$ cat src/rtl/cpu_arb_pkg.sv
// cpu_arb_pkg: shared defaults, slot-state type and helpers for cpu_slot_arbiter.
// Slot counters are kept 8 bits wide, so NSLOT and SLOTLEN may each go up to 256.
package cpu_arb_pkg;
   localparam int NCPU_DEF    = 3;
   localparam int NSLOT_DEF   = 4;
   localparam int SLOTLEN_DEF = 4;
   localparam int SW          = 8;

   function automatic int clog2(input int v);
      int r;
      r = 0;
      while ((1 << r) < v) r++;
      return (r < 1) ? 1 : r;
   endfunction

   typedef struct packed {
      logic [SW-1:0] sidx;
      logic [SW-1:0] scnt;
   } slot_t;
endpackage

$ cat src/rtl/arb_slot_timer.sv
// arb_slot_timer: slot rotation counters with per-slot hold latch.
// With ARB_HOLDSKIP_EN defined, a held CPU slot collapses to a single cycle.
import cpu_arb_pkg::*;

module arb_slot_timer #(
   parameter int NCPU    = NCPU_DEF,
   parameter int NSLOT   = NSLOT_DEF,
   parameter int SLOTLEN = SLOTLEN_DEF
) (
   input  logic          clk,
   input  logic          rst_n,
   input  logic [NCPU-1:0] hold,
   output logic [SW-1:0] slot_idx,
   output logic          slot_last,
   output logic          slot_held
);
   slot_t st_q, st_d;
   logic  held_q, held_d, held_now;

   always_comb begin
      held_now = 1'b0;
      for (int i = 0; i < NCPU; i++)
         if (st_q.sidx == SW'(i)) held_now = hold[i];
      // hold is only sampled on the first cycle of a slot, then latched
      slot_held = (st_q.scnt == '0) ? held_now : held_q;
`ifdef ARB_HOLDSKIP_EN
      slot_last = slot_held || (st_q.scnt == SW'(SLOTLEN - 1));
`else
      slot_last = st_q.scnt == SW'(SLOTLEN - 1);
`endif
      held_d    = slot_held;
      st_d.scnt = slot_last ? '0 : st_q.scnt + 1'b1;
      st_d.sidx = !slot_last ? st_q.sidx :
                  (st_q.sidx == SW'(NSLOT - 1)) ? '0 : st_q.sidx + 1'b1;
   end

   assign slot_idx = st_q.sidx;

   always_ff @(posedge clk or negedge rst_n)
      if (!rst_n) begin
         st_q   <= '0;
         held_q <= 1'b0;
      end else begin
         st_q   <= st_d;
         held_q <= held_d;
      end
endmodule

$ cat src/rtl/cpu_slot_arbiter.sv
// cpu_slot_arbiter: time-slot arbiter sharing one device bus among NCPU cores.
// Optional ARB_HOLDSKIP_EN shortens held slots to one MCLK (see arb_slot_timer).
import cpu_arb_pkg::*;

module cpu_slot_arbiter #(
   parameter int NCPU    = NCPU_DEF,
   parameter int NSLOT   = NSLOT_DEF,
   parameter int SLOTLEN = SLOTLEN_DEF,
   parameter int AW      = 16,
   parameter int DW      = 8
) (
   input  logic               MCLK,
   input  logic               RESET_N,
   input  logic [NCPU-1:0]    HOLD,
   input  logic [NCPU*AW-1:0] CPU_AD,
   input  logic [NCPU-1:0]    CPU_RD,
   input  logic [NCPU-1:0]    CPU_WR,
   input  logic [NCPU*DW-1:0] CPU_DO,
   output logic [NCPU-1:0]    CPU_CE,
   output logic [NCPU-1:0]    CPU_DV,
   output logic [NCPU*DW-1:0] CPU_DI,
   output logic [AW-1:0]      DEV_AD,
   output logic               DEV_RD,
   output logic               DEV_WR,
   output logic [DW-1:0]      DEV_DI,
   input  logic               DEV_DV,
   input  logic [DW-1:0]      DEV_DO,
   output logic [2:0]         SLOT
);
   logic [SW-1:0]      slot_idx;
   logic               slot_last, slot_held;
   logic [NCPU*DW-1:0] di_q, di_d;
   logic [NCPU-1:0]    dv_q, dv_d;

   arb_slot_timer #(.NCPU(NCPU), .NSLOT(NSLOT), .SLOTLEN(SLOTLEN)) u_timer (
      .clk       (MCLK),
      .rst_n     (RESET_N),
      .hold      (HOLD),
      .slot_idx  (slot_idx),
      .slot_last (slot_last),
      .slot_held (slot_held)
   );

   always_comb begin
      CPU_CE = '0;
      DEV_AD = '0;
      DEV_RD = 1'b0;
      DEV_WR = 1'b0;
      DEV_DI = '0;
      di_d   = di_q;
      dv_d   = dv_q;
      for (int i = 0; i < NCPU; i++)
         if (slot_idx == SW'(i) && !slot_held) begin
            CPU_CE[i] = slot_last;
            DEV_AD    = CPU_AD[i*AW +: AW];
            DEV_RD    = CPU_RD[i];
            DEV_WR    = CPU_WR[i];
            DEV_DI    = CPU_DO[i*DW +: DW];
            if (slot_last) begin
               di_d[i*DW +: DW] = DEV_DO;
               dv_d[i]          = DEV_DV;
            end
         end
   end

   always_ff @(posedge MCLK or negedge RESET_N)
      if (!RESET_N) begin
         di_q <= '0;
         dv_q <= '0;
      end else begin
         di_q <= di_d;
         dv_q <= dv_d;
      end

   assign CPU_DI = di_q;
   assign CPU_DV = dv_q;
   assign SLOT   = slot_idx[2:0];
endmodule

$ cat config.mk
export PLATFORM = sky130hd
export DESIGN_NAME = cpu_slot_arbiter
export DESIGN_NICKNAME = d
export VERILOG_FILES = /design/src/rtl/cpu_arb_pkg.sv /design/src/rtl/arb_slot_timer.sv /design/src/rtl/cpu_slot_arbiter.sv
export SDC_FILE = /design/constraint.sdc
export NUM_CORES = 1
export LEC_CHECK = 0
export ABC_AREA = 0
export CORE_ASPECT_RATIO = 1.75
export CORE_MARGIN = 8
export CORE_UTILIZATION = 30
export CTS_BUF_LIST = sky130_fd_sc_hd__clkbuf_8
export DETAILED_ROUTE_END_ITERATION = 10
export PLACE_DENSITY = 0.63
export SLEW_MARGIN = 20
export SYNTH_ARGS = -nofsm -noshare
export SYNTH_HDL_FRONTEND = slang
export SYNTH_HIERARCHICAL = 1
export SYNTH_SLANG_ARGS = --single-unit
$ cat constraint.sdc
create_clock -name MCLK -period 3.3 [get_ports MCLK]
set_input_delay 0.66 -clock MCLK [delete_from_list [all_inputs] [get_ports MCLK]]
set_output_delay 0.66 -clock MCLK [all_outputs]
set_load 0.1 [all_outputs]
# After elaboration in Yosys (flattened, before gate mapping)
# Cells that the tools add are included.
# word_totals
out_inout_bits	59
elab_cells	45
register_bits	44
in_bits	92
# classes
n_mux	21
n_reduce_logical	9
eq_ne	4
add_sub_neg	2
# op_table
op	count
16-bit 2-to-1 mux	3
8-bit 2-to-1 mux	5
8-bit by 2-bit == test with 1-bit output (second input constant)	3
8-bit by 1-bit adder with 8-bit output (second input constant)	2
8-bit logical NOT	2
1-bit 2-to-1 mux	13
8-bit by 1-bit == test with 1-bit output (second input constant)	1
2-bit AND reduction	3
1-bit logical AND	3
1-bit logical NOT	1

# Depth between registers and ports, before layout
# Gate-level depths: netlist (run 1).
# logic_depth
ltp_word	10
depth_mapped	11
ltp_nobuf	9

# Hierarchy
# The synthesis (run 1) kept the hierarchy.
# modules_own_cells
module	cells_per_inst	instances	area_per_inst_um2	seq_area_each_um2
cpu_slot_arbiter	186	1	1806.7	675.6
arb_slot_timer	91	1	930.9	425.4

# Least setup slack after synthesis (run 1)
# OpenSTA, ideal clock, no wires.
# synth_path
path_kind	register to output
start	register u_timer.st_q, in the netlist u_timer/slot_idx[0]
end	output port CPU_CE[1]
path_buffers	1
arrival_time_ns	3.799
path_slack_ns	-1.159
t_required_ns	2.640
stages_incl_launch_ff	11
path_cell_list	dfrtp_1 -> inv_1 -> ha_1 -> a21oi_1 -> o21ai_0 -> nand3_1 -> o31ai_1 -> nor4_4 -> nand2_1 -> buf_2 -> nor3_1
# synth_via
elab_chain_cells	8
word_cells_on_any_way	10
classes_between	eq/ne (2); mux (5); reduce/logical (3)
# synth_lines
element	line	source
from (decl)	arb_slot_timer.sv:17	slot_t st_q, st_d;
from (signal assigned)	arb_slot_timer.sv:44	st_q <= st_d;
8-bit logical NOT	arb_slot_timer.sv:23	if (st_q.sidx == SW'(i)) held_now = hold[i];
1-bit 2-to-1 mux (2 in a row)	arb_slot_timer.sv:23	
1-bit 2-to-1 mux (*)	arb_slot_timer.sv:23	
1-bit 2-to-1 mux (*)	arb_slot_timer.sv:25	slot_held = (st_q.scnt == '0) ? held_now : held_q;
net slot_held	cpu_slot_arbiter.sv:31	logic slot_last, slot_held;
1-bit logical NOT (*)	cpu_slot_arbiter.sv:53	if (slot_idx == SW'(i) && !slot_held) begin
1-bit logical AND (*)	cpu_slot_arbiter.sv:53	
1-bit 2-to-1 mux (*)	cpu_slot_arbiter.sv:53	
to (decl)	cpu_slot_arbiter.sv:19	output logic [NCPU-1:0] CPU_CE,
# The timed path passes the listed nets; every way through them passes the cells marked *.

# Final worst setup path (run 1)
# layout_path
start	register u_timer.st_q, in the netlist u_timer/slot_idx[5]
end	output port DEV_AD[9]
# layout_via
elab_chain_cells	10
word_cells_on_any_way	14
classes_between	eq/ne (2); mux (7); reduce/logical (5)
# layout_lines
element	line	source
8-bit logical NOT	arb_slot_timer.sv:23	
1-bit 2-to-1 mux (2 in a row)	arb_slot_timer.sv:23	
1-bit 2-to-1 mux (*)	arb_slot_timer.sv:23	
1-bit 2-to-1 mux (*)	arb_slot_timer.sv:25	
net slot_held	cpu_slot_arbiter.sv:31	
1-bit logical NOT (*)	cpu_slot_arbiter.sv:53	
1-bit logical AND	cpu_slot_arbiter.sv:53	
16-bit 2-to-1 mux (2 in a row)	cpu_slot_arbiter.sv:53	
16-bit 2-to-1 mux (*)	cpu_slot_arbiter.sv:53	
to (decl)	cpu_slot_arbiter.sv:22	output logic [AW-1:0] DEV_AD,
# Marks and branches as above.

==> results of run 1 <==
[path summary, 6_finish.rpt]
kind	from	to	slack [ns]	depth (start not counted)
worst max-delay path	u_timer/slot_idx[5]$_DFFE_PN0P_	DEV_AD[9]	0.14	9
worst min-delay path	RESET_N	CPU_DI[3]$_DFFE_PN0P_	0.35	1
worst max register to register	u_timer/slot_idx[5]$_DFFE_PN0P_	CPU_DI[22]$_DFFE_PN0P_	0.70	8
worst min register to register	u_timer/st_q[7]$_DFF_PN0_	u_timer/st_q[7]$_DFF_PN0_	0.50	1
max in group asynchronous	RESET_N	u_timer/slot_idx[0]$_DFFE_PN0P_	2.55	1
min in group MCLK	u_timer/st_q[7]$_DFF_PN0_	u_timer/st_q[7]$_DFF_PN0_	0.50	1
[power by group through the flow]
stage	sequential (mW)	clock (mW)	combinational, mW
finish	0.585	0.333	0.700
global route	0.588	0.368	0.724
CTS	0.585	0.351	0.700
detailed placement	0.595	0	0.696
global placement	0.593	0	0.692
floorplan	0.811	0	0.202
[timing repair]
item	in CTS	in global routing
pin swaps	2	1
setup endpoints to repair	29	26
buffers inserted	2	1
cloned	0	1
resized for setup	7	9
[routing by layer]
metal / up-vias / global-route usage, % / part of all wire [%]
met2: 99 / 28.6 / 55
met5: - / 0 / 0
met1: 1246 / 13.6 / 34
met4: 0 / 5.29 / 1.4
li1: 1251 / - / -
met3: 10 / 4.80 / 9.3
[final cells by class]
| class | count | area (um2) |
|---|---|---|
| Inverter | 5 | 18.8 |
| Sequential cell | 44 | 1100 |
| Clock inverter | 2 | 7.51 |
| Fill cell | 809 | 4040 |
| Tap cell | 120 | 150 |
| Timing Repair Buffer | 167 | 1880 |
| Clock buffer | 6 | 82.6 |
| Multi-Input combinational cell | 206 | 1700 |
[cells in the mapped netlist]
master | n | area share, %
sky130_fd_sc_hd__nor3_1 | 4 | 0.73
sky130_fd_sc_hd__nand4_2 | 3 | 1.4
sky130_fd_sc_hd__dfrtp_1 | 44 | 40
sky130_fd_sc_hd__buf_4 | 11 | 3.0
sky130_fd_sc_hd__nor3_2 | 2 | 0.73
sky130_fd_sc_hd__or4_4 | 1 | 0.41
sky130_fd_sc_hd__nand4_1 | 6 | 1.4
sky130_fd_sc_hd__mux2i_1 | 26 | 9.5
sky130_fd_sc_hd__clkbuf_1 | 7 | 0.96
sky130_fd_sc_hd__o31ai_1 | 1 | 0.27
sky130_fd_sc_hd__o211ai_1 | 1 | 0.27
sky130_fd_sc_hd__a21oi_1 | 28 | 5.1
sky130_fd_sc_hd__nor2b_1 | 2 | 0.46
sky130_fd_sc_hd__o21ai_0 | 5 | 0.91
sky130_fd_sc_hd__inv_1 | 5 | 0.69
sky130_fd_sc_hd__xnor2_1 | 5 | 1.6
sky130_fd_sc_hd__nor2_1 | 7 | 0.96
sky130_fd_sc_hd__nor4_4 | 1 | 0.78
sky130_fd_sc_hd__nand2b_1 | 1 | 0.23
sky130_fd_sc_hd__ha_1 | 6 | 2.7
sky130_fd_sc_hd__and3_1 | 2 | 0.46
sky130_fd_sc_hd__and4_1 | 1 | 0.32
sky130_fd_sc_hd__mux2_2 | 29 | 12
sky130_fd_sc_hd__buf_2 | 4 | 0.73
sky130_fd_sc_hd__nand3_1 | 6 | 1.1
sky130_fd_sc_hd__xor2_1 | 4 | 1.3
sky130_fd_sc_hd__or2_2 | 27 | 6.2
sky130_fd_sc_hd__nor3_4 | 1 | 0.59
sky130_fd_sc_hd__nand2_1 | 37 | 5.1
[worst max-delay path, cell delays in order, from the launching register on]
cell	delay, ns
sky130_fd_sc_hd__dfrtp_1	0.39
sky130_fd_sc_hd__or4_4	0.57
sky130_fd_sc_hd__nor3_4	0.21
sky130_fd_sc_hd__nand3_1	0.15
sky130_fd_sc_hd__o31ai_4	0.25
sky130_fd_sc_hd__nor4_4	0.07
sky130_fd_sc_hd__nand2_4	0.14
sky130_fd_sc_hd__clkbuf_16	0.20
sky130_fd_sc_hd__a21oi_2	0.05
sky130_fd_sc_hd__buf_12	0.16
[through the flow]
step / hold slack [ns] / total power [mW] / instances / setup TNS, ns
final: 0.351 / 1.62 / 550 / 0
after global routing: 0.395 / 1.68 / 550 / 0
after CTS: 0.509 / 1.64 / 548 / -0.117
after detailed placement: 0.494 / 1.29 / 538 / -0.178
after global placement: 0.489 / 1.28 / 538 / -0.000448
after floorplan: 0.364 / 1.01 / 277 / -7.39
[state kept, by name, summed over array words and instances, names as in the netlist]
register and cells:
u_timer/held_q 1, CPU_DV 3, CPU_DI 24, u_timer/st_q 8, u_timer/slot_idx 8
[logic make-up (layout without fill, tap and decap cells)]
logic type / count (synthesis) / in the layout
compound gates: 35 / 35
xor+xnor: 9 / 9
fa+ha+maj: 6 / 6
buf+inv: 27 / 180
flops: 44 / 44
mux: 55 / 55
simple gates: 101 / 101
==> results.env, run 1 <==
WORST-PATH-MAX-FANOUT=7
CLOCKBUFFERDEPTH=2
POWER.DENSITY_CELL_AREA_mW_PER_MM2=327
RUN_STATUS='completed'
MOST-COMMON-LAYOUT-CELLS='sky130_fd_sc_hd__clkdlybuf4s50_1 (90), sky130_fd_sc_hd__buf_4 (45), sky130_fd_sc_hd__dfrtp_1 (43), sky130_fd_sc_hd__nand2_1 (35), sky130_fd_sc_hd__buf_12 (31)'
DRT_PRE_ANTENNA_ITERS=4
FINALCRITPERIODSHARE_PCT=95.8
DRTANTENNAVIOLNETS=0
SETUP.WORST_PATH.START_CLASS='register'
YOSYSWARNINGS=6
PIN_COUNT_OF_THE_BIGGEST_NET_ENTERING_GLOBAL_ROUTING=45
NETS=527
WORSTSETUPPATHTYPE='register to primary output'
MAX_CAPACITANCE_VIOLATION_COUNT=0
SKEW_NS=0.00788
ANTENNA-DIODE-COUNT=0
FINAL_COMMON_CELL='sky130_fd_sc_hd__clkdlybuf4s50_1'
AVGROUTEDWIREPERCELL_UM=17.6
ROOT_BUFFER='sky130_fd_sc_hd__clkbuf_8'
SYNTHESIZED_AREA_MM2=0.00274
AREAGROWTHSYNTHTOFINISH_PCT=80.5
CRITICAL_PATH_ARRIVAL_NS=2.50
CP.REQUIRED_NS=2.64
DRT-TOTAL-WL_MM=9.66
STATIC-LEAKAGE-POWER_nW=2.02
SETUP_SLACK_NS=0.137
ANTENNA_FOUND_INITIAL=0
FINAL_HOLD_VIOL_COUNT=0
FP-ROW-COUNT=46
GP_CONGESTION=0.804
INITIALDRTVIOLATIONCOUNT=58
SYNTH_SIMPLE_GATE_AREA_SHARE_PCT=20.7
TRITONCTS='done'
FIRST_GLOBAL_VIAS=2814
SHARE_CLK_OF_TOTAL_POWER_PCT=20.6
SYNTH_FP_NETS=375
VIA_COUNT=2606
GRT.TOTAL_USAGE_PCT=14.8
OVERFLOW=0
YS_SEQ_AREA_SHARE_PCT=40.2
TIMING.FINAL.SETUP_VIOLATIONS=0
DIE_HEIGHT_UM=142
CLKTRANSATPATHREGS_NS=0.08
DETAILED_PLACE_HPWL_MM=7.58
HOLD_PATH_CLASS='primary input to asynchronous set/reset pin'
CTS_HOLD_BUFFERS=0
SYNTH_FA_HA_AREA_SHARE_PCT=2.74
POSTSYNTHAREAPERCELL_UM2=9.88
WORST_SKEW_PAIR.LATE_LATENCY_NS=0.30
SYNTH_TOP_FAMILY_BY_AREA='multiplexers'
P_SWITCHING_uW=632
FRACTION_OF_THE_MAPPED_NETLIST_AREA_IN_COMPOUND_GATES_PCT=6.58
EFFECTIVE_UTILIZATION_AT_FLOORPLAN_PCT=30.5
PLACEMENT.IO_BUFFERS=150
VDD_IR_DROP_MAX_mV=0.438
CELLINTERNALPOWER_uW=987
AVGVIACOUNTPERCELL=4.74
FINAL_UTIL_PCT=55.0
YOSYS_REGISTER_BITS=44
IOPINCOUNT=151
FIRST_PASS_GRT_WIRE_LENGTH_MM=14.4
FP.DIEAREA_MM2=0.0126
PRE_CTS_SETUP_SLACK_NS=-0.0344
PLACED_CELL_AREA_MM2=0.00474
FINAL_LAYOUT_SIZE_SUFFIX_GT1_SHARE_PCT=41.9
CTS_BUFFERS=5
ROUTE.DETAILED.DRC=0
HTREE_DEPTH=2
POWER_FRAC_COMB_PCT=43.3
WORST_SLEW_PIN_TRAN_NS=0.552
MUXSHAREOFSYNTHAREA_PCT=21.4
FINAL_DESIGN_AREA_NO_FILL_MM2=0.00494
MIN_PERIOD_NS=3.16
CLOCK_SINK_COUNT=44
WORST_SLEW_MARGIN_RELATIVE_TO_ITS_LIMIT_PCT=63.2
DIE-WIDTH_UM=88.2
WORST_SETUP_PATH_END_KIND='primary output'
UNREPAIRED_SETUP_ENDPOINTS_AFTER_GLOBAL_ROUTING='no'
CORE_AREA_MM2=0.00898
SW_SHARE_PCT=39.0
SYNTH_XOR_XNOR_AREA_SHARE_PCT=2.88
SLEW_VIOLATIONS=0
POWER.SHARE.SEQUENTIAL_PCT=36.1
FMAXACHIEVABLE_MHz=316
SYNTH_CELLS=277
YOSYSUNIQUECELLTYPES=29
No activity file was read; power rests on OpenSTA's default activity.
==> run 2, diff against run 1 <==
- CTS_BUF_LIST: sky130_fd_sc_hd__clkbuf_8 -> default
- GPL_TIMING_DRIVEN: default -> 0
==> run 2 against run 1 <==
Compared with the run above: combinational power down 0.7%; highest routed layer unchanged; flip-flop and latch count unchanged; power up 16%; final area up 2.1%; core utilization up 1.1 points; fmax down 4.1%; sequential share of layout area down 0.37 points; global-route usage up 0.72 points; critical endpoint is now DEV_DI[1]; largest cell class unchanged; worst hold slack worse by 0.046 ns; via count up 2.9%; worst setup slack worse by 0.13 ns.
==> results.env, run 2 (synthesis results as in run 1) <==
SW_SHARE_PCT=35.1
AREAGROWTHSYNTHTOFINISH_PCT=84.2
CP_TOP_FAMILY='simple AND/OR/NAND/NOR gates'
CRITICAL_PATH.SLOWEST_CELL='sky130_fd_sc_hd__or4_4'
CP.REQUIRED_NS=2.64
GR-USAGE-MET1_PCT=14.7
POWER.DENSITY_CELL_AREA_mW_PER_MM2=373
SLOWEST_STAGE_DELAY_CP_NS=0.56
UNREPAIRED_SETUP_ENDPOINTS_AFTER_GLOBAL_ROUTING='yes'
IOPINCOUNT=151
WORST-PATH-MAX-FANOUT=5
HOLD_PATH_CLASS='primary input to asynchronous set/reset pin'
FINALCRITPERIODSHARE_PCT=99.9
SETUP_SLACK_NS=0.00362
PLACED_CELL_AREA_MM2=0.00454
DRT_PRE_ANTENNA_ITERS=4
FP.DIEAREA_MM2=0.0126
AVGVIACOUNTPERCELL=4.71
POWER_FRAC_COMB_PCT=37.0
GRT.MET2_USAGE_PCT=30.1
MAX_CAPACITANCE_VIOLATION_COUNT=0
DRTANTENNAVIOLNETS=0
DETAILED_PLACE_HPWL_MM=7.75
CP.BUFFERS_INVERTERS=4
CLOCK_SINK_COUNT=44
RUN_STATUS='completed'
SHARE_CLK_OF_TOTAL_POWER_PCT=31.9
FINAL_COMMON_CELL='sky130_fd_sc_hd__clkdlybuf4s50_1'
CRITICAL_PATH.CELL_CHAIN='or4_4, nor3_4, nand3_2, o31ai_4, nor4_4, nand2_1, buf_6, buf_12, buf_12, a21oi_2, buf_12'
MOST-COMMON-LAYOUT-CELLS='sky130_fd_sc_hd__clkdlybuf4s50_1 (120), sky130_fd_sc_hd__dfrtp_1 (40), sky130_fd_sc_hd__nand2_1 (36), sky130_fd_sc_hd__buf_4 (32), sky130_fd_sc_hd__mux2_2 (29)'
SKEW_NS=0.0103
FINAL_DESIGN_AREA_NO_FILL_MM2=0.00504
FMAXACHIEVABLE_MHz=303
GRT.TOTAL_USAGE_PCT=15.5
P_SWITCHING_uW=661
MIN_PERIOD_NS=3.30
FINAL_LAYOUT_SIZE_SUFFIX_GT1_SHARE_PCT=35.1
OVERFLOW=0
CORE_AREA_MM2=0.00898
REG2REG_SETUP_SLACK_NS=0.60
VIA_COUNT=2682
CTS_HOLD_BUFFERS=0
PRE_CTS_SETUP_SLACK_NS=-1.47
SETUP.WORST_PATH.START_CLASS='register'
WORST_SLEW_PIN_TRAN_NS=1.01
WORSTSETUPPATHTYPE='register to primary output'
FP-ROW-COUNT=46
CRITICAL_PATH_MOST_COMMON_CELL='sky130_fd_sc_hd__buf_12'
ROUTE.DETAILED.DRC=0
PIN_COUNT_OF_THE_BIGGEST_NET_ENTERING_GLOBAL_ROUTING=28
AVGROUTEDWIREPERCELL_UM=17.5
GRT.MET3_USAGE_PCT=4.86
CRITICAL_PATH.REG2REG.ENDPOINT='CPU_DI[17]$_DFFE_PN0P_'
GP_CONGESTION=0.767
WORST_SLEW_MARGIN_RELATIVE_TO_ITS_LIMIT_PCT=32.8
CRITICAL_PATH_ARRIVAL_NS=2.64
NETS=547
CLKTRANSATPATHREGS_NS=0.06
WORST_SKEW_PAIR.LATE_LATENCY_NS=0.29
EFFECTIVE_UTILIZATION_AT_FLOORPLAN_PCT=30.5
TRITONCTS='done'
GLOBAL_ROUTE.PEAK_USAGE_LAYER='met2'
INITIALDRTVIOLATIONCOUNT=68
CLOCKBUFFERDEPTH=2
HOLD_SLACK_NS=0.305
POWER.SHARE.SEQUENTIAL_PCT=31.1
FINAL_HOLD_VIOL_COUNT=0
FIRST_PASS_GRT_WIRE_LENGTH_MM=15.0
HTREE_DEPTH=2
WORST_R2R_PATH_DEPTH=9
ANTENNA_FOUND_INITIAL=0
DIE_HEIGHT_UM=142
WORST_SETUP_PATH_END_KIND='primary output'
CELLINTERNALPOWER_mW=1.22
DIE-WIDTH_UM=88.2
LARGEST_REG_FLOPS=24
ANTENNA-DIODE-COUNT=0
SLEW_VIOLATIONS=0
DRT-TOTAL-WL_MM=9.99
TIMING.FINAL.SETUP_VIOLATIONS=0
PLACEMENT.IO_BUFFERS=150
STATIC-LEAKAGE-POWER_nW=2.06
VDD_IR_DROP_MAX_mV=0.663
REG2REG_FROM='u_timer/slot_idx[5]$_DFFE_PN0P_'
CTS_BUFFERS=5
FIRST_GLOBAL_VIAS=2769
ROOT_BUFFER='sky130_fd_sc_hd__clkbuf_16'
-- run 2: changes by cell type in the layout (fill, tap and decap cells not counted), moves of 2 or more --
cell                              change
sky130_fd_sc_hd__a21oi_2             -10
sky130_fd_sc_hd__inv_1                -2
sky130_fd_sc_hd__buf_12              -15
sky130_fd_sc_hd__a21oi_1             +10
sky130_fd_sc_hd__buf_4               -13
sky130_fd_sc_hd__dfrtp_2              +3
sky130_fd_sc_hd__buf_8                +2
sky130_fd_sc_hd__clkdlybuf4s50_1     +30
sky130_fd_sc_hd__clkbuf_16            +4
sky130_fd_sc_hd__clkbuf_8             -4
sky130_fd_sc_hd__buf_6                +6
sky130_fd_sc_hd__buf_2                +3
sky130_fd_sc_hd__dfrtp_1              -3
sky130_fd_sc_hd__clkbuf_1             +6
-- run 2: stage by stage --
stage | power, mW | setup TNS [ns] | util (%) | cells
floorplan | 1.01 | -7.39 | - | 277
global placement | 1.24 | -33.51 | 50.4 | 547
detailed placement | 1.25 | -34.08 | 50.6 | 548
CTS | 1.88 | -0.112 | 54.9 | 567
global route | 1.94 | -0.407 | 56.2 | 570
finish | 1.88 | 0 | 56.2 | 570
-- run 2: layout make-up --
type / count / area (um2)
clock inverters: 1 / 30.0
plain buffers: 22 / 154
flip-flops and latches: 44 / 1110
clock buffers: 7 / 153
multi-input cells: 206 / 1650
repair buffers: 165 / 1780
well taps: 120 / 150
inverters: 5 / 18.8
fillers: 818 / 3940
-- run 2: worst max-delay path by stage --
stage,cells past startpoint,endpoint,from,slack (ns)
floorplan,10,DEV_AD[10],u_timer/slot_idx[0]$_DFFE_PN0P_,-0.59
global placement,11,DEV_AD[1],HOLD[0],-1.46
detailed placement,11,DEV_AD[1],HOLD[0],-1.47
CTS,11,DEV_DI[1],u_timer/slot_idx[5]$_DFFE_PN0P_,-0.02
global route,11,DEV_DI[2],u_timer/slot_idx[5]$_DFFE_PN0P_,-0.07
finish,11,DEV_DI[1],u_timer/slot_idx[5]$_DFFE_PN0P_,0.004
-- run 2: power groups by stage --
stage | logic [mW] | registers (mW) | clock network (mW)
after global routing | 0.718 | 0.588 | 0.634
after CTS | 0.686 | 0.584 | 0.614
after detailed placement | 0.657 | 0.594 | 0
after global placement | 0.651 | 0.593 | 0
final | 0.695 | 0.585 | 0.601
after floorplan | 0.202 | 0.811 | 0
-- run 2: routing by layer --
metal | wire length (um) | vias to the layer above | share of wire [%]
met5 | 0 | - | 0
met4 | 151 | 0 | 1.5
met3 | 830 | 13 | 8.3
met2 | 5560 | 109 | 56
met1 | 3450 | 1273 | 35
li1 | - | 1287 | -
-- run 2: timing repair --
action / 4_1_cts / 5_1_grt
gates cloned: 1 / 0
endpoints found under the setup margin: 29 / 28
setup buffers: 10 / 3
pin swaps: 4 / 2
resized for setup: 216 / 22
-- run 2: worst register-to-register path, delay by kind of cell, from the launching register on --
family	cells	cell delay, ns
AOI/OAI and AO/OA	1	0.32
buffers and inverters	2	0.27
DFF	1	0.41
muxes	1	0.38
and+or+nand+nor	5	1.19
